==> config.mk <==
export PLATFORM = sky130hd
export DESIGN_NAME = fast_square_sweep_ctrl
export DESIGN_NICKNAME = d
export VERILOG_FILES = /design/src/rtl/fast_square_sweep_ctrl_pkg.sv /design/src/rtl/fast_square_sweep_ctrl_sync2.sv /design/src/rtl/fast_square_sweep_ctrl.sv
export SDC_FILE = /design/constraint.sdc
export NUM_CORES = 1
export LEC_CHECK = 0
export ABC_AREA = 1
export BUFFER_PORTS_ARGS = -buffer_cell sky130_fd_sc_hd__buf_2
export CAP_MARGIN = 10
export CORE_MARGIN = 5
export CORE_UTILIZATION = 33
export CTS_BUF_LIST = sky130_fd_sc_hd__clkbuf_16
export CTS_CLUSTER_SIZE = 25
export DETAILED_ROUTE_END_ITERATION = 10
export GPL_TIMING_DRIVEN = 0
export SLEW_MARGIN = 20
export SYNTH_ARGS = -nofsm -noshare
export SYNTH_HDL_FRONTEND = slang
export SYNTH_HIERARCHICAL = 1
export SYNTH_SLANG_ARGS = --single-unit
==> constraint.sdc <==
create_clock -name clock -period 1.4 [get_ports clock]
set_input_delay 0.07 -clock clock [delete_from_list [all_inputs] [get_ports clock]]
set_output_delay 0.07 -clock clock [all_outputs]
set_load 0.02 [all_outputs]
==> src/rtl/fast_square_sweep_ctrl_pkg.sv <==
// Shared state encoding and width helper for the fast-square sweep sequencer.
// No logic of its own; no latency or backpressure.
package fast_square_sweep_ctrl_pkg;

  typedef enum logic [2:0] {
    S_SWEEP_RST = 3'd0,
    S_GUARD     = 3'd1,
    S_WAIT_LOCK = 3'd2,
    S_RECORD    = 3'd3,
    S_NEXT      = 3'd4
  } state_t;

  function automatic int clog2(input int value);
    int result;
    result = 0;
    while ((1 << result) < value) result = result + 1;
    return result;
  endfunction

endpackage

==> src/rtl/fast_square_sweep_ctrl_sync2.sv <==
// Two-flop synchronizer for an asynchronous level; 2-cycle latency, no backpressure.
module fast_square_sweep_ctrl_sync2 (
  input  logic clock,
  input  logic reset,
  input  logic din,
  output logic dout
);

  logic meta;

  always_ff @(posedge clock or negedge reset) begin
    if (!reset) begin
      meta <= 1'b0;
      dout <= 1'b0;
    end else begin
      meta <= din;
      dout <= meta;
    end
  end

endmodule

==> src/rtl/fast_square_sweep_ctrl.sv <==
// Sweep sequencer: synth reset/step pulses, PLL-lock wait, fixed record window per step.
// Outputs registered (1-cycle after decision); free-running, waits only on lock, no backpressure.
module fast_square_sweep_ctrl
  import fast_square_sweep_ctrl_pkg::*;
#(
  parameter int NUM_FREQ_STEPS = 34,
  parameter int RECORD_TICKS   = 35000,
  parameter int PULSE_TICKS    = 64,
  parameter int GUARD_TICKS    = 256,
  parameter int LOCK_TICKS     = 1024
) (
  input  logic       clock,
  input  logic       reset,
  input  logic       pll_locked,
  output logic       freq_step_reset_out,
  output logic       freq_step_out,
  output logic       rx_reset,
  output logic       rx_next,
  output logic       rx_record,
  output logic [3:0] debug
);

  localparam int MAX_A     = (RECORD_TICKS > PULSE_TICKS) ? RECORD_TICKS : PULSE_TICKS;
  localparam int MAX_B     = (GUARD_TICKS > LOCK_TICKS) ? GUARD_TICKS : LOCK_TICKS;
  localparam int MAX_TICKS = (MAX_A > MAX_B) ? MAX_A : MAX_B;
  localparam int TW        = clog2(MAX_TICKS) + 1;
  localparam int SW        = clog2(NUM_FREQ_STEPS) + 1;

  localparam logic [TW-1:0] PULSE_LAST  = TW'(PULSE_TICKS - 1);
  localparam logic [TW-1:0] GUARD_LAST  = TW'(GUARD_TICKS - 1);
  localparam logic [TW-1:0] LOCK_LAST   = TW'(LOCK_TICKS - 1);
  localparam logic [TW-1:0] RECORD_LAST = TW'(RECORD_TICKS - 1);
  localparam logic [SW-1:0] STEP_LAST   = SW'(NUM_FREQ_STEPS - 1);

  state_t          state;
  logic [TW-1:0]   ticks;
  logic [SW-1:0]   step_idx;
  logic            lock_sync;

  fast_square_sweep_ctrl_sync2 u_lock_sync (
    .clock (clock),
    .reset (reset),
    .din   (pll_locked),
    .dout  (lock_sync)
  );

  assign debug = {lock_sync, state};

  always_ff @(posedge clock or negedge reset) begin
    if (!reset) begin
      state               <= S_SWEEP_RST;
      ticks               <= '0;
      step_idx            <= '0;
      freq_step_reset_out <= 1'b0;
      freq_step_out       <= 1'b0;
      rx_reset            <= 1'b1;
      rx_next             <= 1'b0;
      rx_record           <= 1'b0;
    end else begin
      case (state)
        S_SWEEP_RST: begin
          step_idx <= '0;
          rx_reset <= 1'b1;
          // Output resets low, so the first cycle after release only raises the pulse.
          if (!freq_step_reset_out) begin
            freq_step_reset_out <= 1'b1;
          end else if (ticks == PULSE_LAST) begin
            state               <= S_GUARD;
            ticks               <= '0;
            freq_step_reset_out <= 1'b0;
            rx_reset            <= 1'b0;
          end else begin
            ticks <= ticks + TW'(1);
          end
        end
        S_GUARD: begin
          if (ticks == GUARD_LAST) begin
            state <= S_WAIT_LOCK;
            ticks <= '0;
          end else begin
            ticks <= ticks + TW'(1);
          end
        end
        S_WAIT_LOCK: begin
          if (!lock_sync) begin
            ticks <= '0;
          end else if (ticks == LOCK_LAST) begin
            state     <= S_RECORD;
            ticks     <= '0;
            rx_record <= 1'b1;
          end else begin
            ticks <= ticks + TW'(1);
          end
        end
        S_RECORD: begin
          if (ticks == RECORD_LAST) begin
            state     <= S_NEXT;
            ticks     <= '0;
            rx_record <= 1'b0;
            rx_next   <= 1'b1;
            if (step_idx != STEP_LAST) begin
              step_idx      <= step_idx + SW'(1);
              freq_step_out <= 1'b1;
            end
          end else begin
            ticks <= ticks + TW'(1);
          end
        end
        S_NEXT: begin
          rx_next <= 1'b0;
          // A low step pulse on entry marks the last step of the sweep.
          if (!freq_step_out) begin
            state               <= S_SWEEP_RST;
            ticks               <= '0;
            step_idx            <= '0;
            freq_step_reset_out <= 1'b1;
            rx_reset            <= 1'b1;
          end else if (ticks == PULSE_LAST) begin
            state         <= S_GUARD;
            ticks         <= '0;
            freq_step_out <= 1'b0;
          end else begin
            ticks <= ticks + TW'(1);
          end
        end
        default: begin
          state               <= S_SWEEP_RST;
          ticks               <= '0;
          step_idx            <= '0;
          freq_step_reset_out <= 1'b1;
          freq_step_out       <= 1'b0;
          rx_reset            <= 1'b1;
          rx_next             <= 1'b0;
          rx_record           <= 1'b0;
        end
      endcase
    end
  end

endmodule

==> results.txt <==
- RSZ-0062 raised after global routing: true
- During synthesis, Yosys emitted a total of 6 warnings.
* Post-synthesis to final-layout area growth: 41.7%
- Setup violators final: 31
- Post-synth net total: 322
- Across the run, the number of max-cap violations was 0.
* CTS clock-pin slew for the worst setup and hold paths: 0.06 ns
- For this run, the leading register cell type out of synthesis is sky130_fd_sc_hd__dfrtp_1.
- Worst clock skew: 0.00454 ns
* Final max-slew violation count: 0
- STA puts the critical path data arrival time at 1.81 ns.
- For this block, the via count after detailed routing is 2091.
* Number of global-route vias before repair: 2098
- The worst path uses 117% of the clock period.
- The wire-length estimate of the detail-placed layout is 3.39 mm.
- Violated checks: negative setup slack
* RePlAce Congestion: 0.863
- CTS tree: built
- Counting along the longest clock path gives a buffer depth of 2.
- Pwr/cell area: 740 mW/mm2
- The synthesized netlist devotes 4.08% of its cell area to compound gates.
* Proportion of register bits with asynchronous set or reset after synthesis: 100%
* Number of instances in the synthesized netlist: 316
- Across all setup checks in the final design, the least slack found is -0.237 ns.
* Portion of netlist area occupied by mux cells: 0%
- The synthesized netlist contains 30 unique library cells.
- On the worst path, the slowest cell contributes a delay of 0.45 ns.
* Number of buffers created by CTS: 5
- Simple-gate portion of the synthesized area: 42.1%
- Global-route congestion overflow total: 0
- The min-delay analysis places its worst path in the category reg2reg.
* Worst-path maximum fanout: 6
- Summed instance area of the synthesized netlist: 0.00218 mm2
- Fill cells in the final layout number 603.
- Pre-CTS WS: -0.430 ns
- By area, the combinational part of the netlist is dominated by simple AND/OR/NAND/NOR gates.
- After floorplanning, the core was sized to cover 0.00639 mm2.
* Count of nets after finishing: 368
- Sort of element at the end of the critical path: register
* H-tree depth: 2
* Vert. Die Dim: 91.2 um
- At the pin with the least slew margin, the transition time is 0.770 ns.
- For this block, the routed nets add up to 5.52 mm of wire.
- Cells with a size suffix above 1 make up 39.9% of the layout.
* Sequential-to-total area share from yosys stat: 39.2%
* Initial Util: 34.1%
- After floorplanning, the core was divided into 29 placement rows.
- Port buffering added 11 buffers.
* Highest clock rate: 611 MHz
- The first global-routing pass estimated 9.55 mm of wire.
* I/O pins: 12
- Average footprint of a synthesized cell: 6.89 um2
- Of the total synthesized cell area, the portion taken by XOR and XNOR cells is 5.64%.
- Clock sink count: 34
- Final Hold Fails: 0
- After the first detailed-routing iteration, the DRC count stood at 98.
- The synthesized netlist devotes 1.73% of its cell area to adder and majority cells.
- Detailed-route DRC error count: 0
- Measured along the x axis, the die boundary spans 91.2 um.
* Number of antenna violations at the first check in global routing: 0
* Number of detailed-route iterations in the first pass: 4
* Slowest library cell on the worst path: sky130_fd_sc_hd__dfrtp_1
- The critical path in this run is classified as reg2reg.
- Max IR drop VDD: 604 uV
- Entering global routing, the biggest net connects 35 pins.
- The die covers 0.00832 mm2.
* Worst slew slack as a fraction of its limit: 48.6%
- Remaining number of nets flagged by the antenna check after routing: 0
- In this run, synthesis inferred 0 flip-flops with an integrated enable.
- Clk Latency, worst-skew pair: 0.28 ns
* Ordered cell list for the critical path: nand2_1 > nor3_4 > nand2_1 > nand2_1 > nand2_4 > inv_4 > nand2_8 > buf_8 > nand2_2 > nand2_2
* Root Buffer Master: sky130_fd_sc_hd__clkbuf_16
- After detailed routing, the average wire length per cell comes to 12.5 um.
- Run status: finished with violations
* Final setup TNS: -5.24 ns
- Cell with the most instances on the worst path: sky130_fd_sc_hd__nand2_1
- Minimum clock period: 1.64 ns
- In this run, synthesis produced a sequential element count of 34.
- STA classifies the critical path startpoint as a register.
- Global routing consumed, over all layers together, 14.0% of the routing resources.
* Antenna diode instance count: 0
* Leak Pwr: 0.00151 uW
* Avg Vias per Cell: 4.75
- STA puts the critical path data required time at 1.57 ns.
==> cells in the mapped netlist (all sizes together), types with 2 or more instances <==
library cell  count  area share, %
a21oi             3           0.69
buf               5            1.6
clkinv            2           0.40
dfrtp            33             38
ha                3            1.7
inv              30            5.2
nand2           122             23
nand3            19            4.8
nand4             4            1.1
nor2             55             10
nor3              8            2.6
nor3b             2           0.69
o21ai            12            2.8
xnor2             3            1.2
xor2             11            4.4
==> final cells by class <==
cell class	instances	area [um2]	area share [%]
Clock inverter	3	45.0	1.46
Timing Repair Buffer	40	324	10.5
Inverter	32	139	4.50
Sequential cell	34	865	28.0
Buffer	5	48.8	1.58
Multi-Input combinational cell	244	1440	46.7
Clock buffer	5	125	4.06
Tap cell	77	96.3	3.12
==> path summary, 6_finish.rpt <==
check / start / cells after the start / slack, ns / to
worst max register to register: ticks[7] / 10 / -0.24 / ticks[14]
max in group asynchronous: reset / 2 / 0.45 / ticks[8]
min in group asynchronous: reset / 2 / 0.40 / ticks[13]
worst min-delay path: u_lock_sync/meta / 0 / 0.35 / u_lock_sync/dout
worst max-delay path: ticks[7] / 10 / -0.24 / ticks[14]
worst min register to register: u_lock_sync/meta / 0 / 0.35 / u_lock_sync/dout
==> cell families after synthesis <==
kind of cell | Yosys count
simple gates | 210
buf+inv | 38
flops | 34
compound gates | 17
xor+xnor | 14
fa+ha+maj | 3
==> per-stage QoR <==
stage	instances	instance area [um2]	total power, uW	utilization (%)	hold slack (ns)
after detailed placement	404	2380	1030	37.3	0.179
final	440	3080	2280	48.3	0.345
after global placement	404	2380	1030	37.3	0.179
after CTS	434	2900	2320	45.4	0.349
after floorplan	316	2230	1010	-	-0.226
after global routing	440	3080	2360	48.3	0.353
==> worst max-delay path: cells and delay by family (launching register included) <==
kind / cells / cell delay (ns)
flops: 1 / 0.45
simple gates: 8 / 0.84
buf+inv: 2 / 0.21
==> routing by layer <==
| metal | routed length, um | track usage (%) | vias up |
|---|---|---|---|
| li1 | - | - | 1073 |
| met1 | 2590 | 17.5 | 981 |
| met2 | 2700 | 23.0 | 30 |
| met3 | 139 | 2.64 | 7 |
| met4 | 89 | 6.97 | 0 |
| met5 | 0 | 0 | - |
==> cells in the final DEF, fill, tap and decap left out, types with 3 or more instances in the layout <==
cell type,instances
sky130_fd_sc_hd__buf_4,22
sky130_fd_sc_hd__nor2_1,41
sky130_fd_sc_hd__dfrtp_1,23
sky130_fd_sc_hd__buf_6,6
sky130_fd_sc_hd__nand4_1,4
sky130_fd_sc_hd__xor2_1,11
sky130_fd_sc_hd__nand2_1,79
sky130_fd_sc_hd__nand2_2,35
sky130_fd_sc_hd__o21ai_1,3
sky130_fd_sc_hd__o21ai_0,3
sky130_fd_sc_hd__buf_2,11
sky130_fd_sc_hd__nor3_1,4
sky130_fd_sc_hd__nand2_4,6
sky130_fd_sc_hd__nor2_2,6
sky130_fd_sc_hd__o21ai_2,6
sky130_fd_sc_hd__xnor2_1,3
sky130_fd_sc_hd__inv_1,23
sky130_fd_sc_hd__dfrtp_2,10
sky130_fd_sc_hd__a21oi_1,3
sky130_fd_sc_hd__nor2_4,8
sky130_fd_sc_hd__nand3_2,4
sky130_fd_sc_hd__clkbuf_16,5
sky130_fd_sc_hd__nand3_1,14
sky130_fd_sc_hd__inv_2,5
==> flip-flops by register name, summed over array words and instances, names as in the netlist <==
register and flops:
freq_step_reset_out 1, step_idx 7, rx_record 1, state 3, rx_next 1, ticks 17
rx_reset 1, u_lock_sync/dout 1, freq_step_out 1, u_lock_sync/meta 1
==> where the power goes <==
part,total [uW],switching [uW],internal [uW]
sequential,988,1.71,986
combinational,31.1,22.7,8.40
clock,1260,424,838
total,2280,449,1830
==> what timing repair did <==
| item | 4_1_cts | 5_1_grt |
|---|---|---|
| buffers inserted | 21 | 7 |
| pin swaps | 20 | 21 |
| gates cloned | 1 | 0 |
| gates resized for setup | 63 | 41 |
| hold buffers | 2 | 0 |
| endpoints found under the setup margin | 32 | 32 |
| hold endpoints to repair | 34 | 0 |
(Power assumes the default switching activity.)
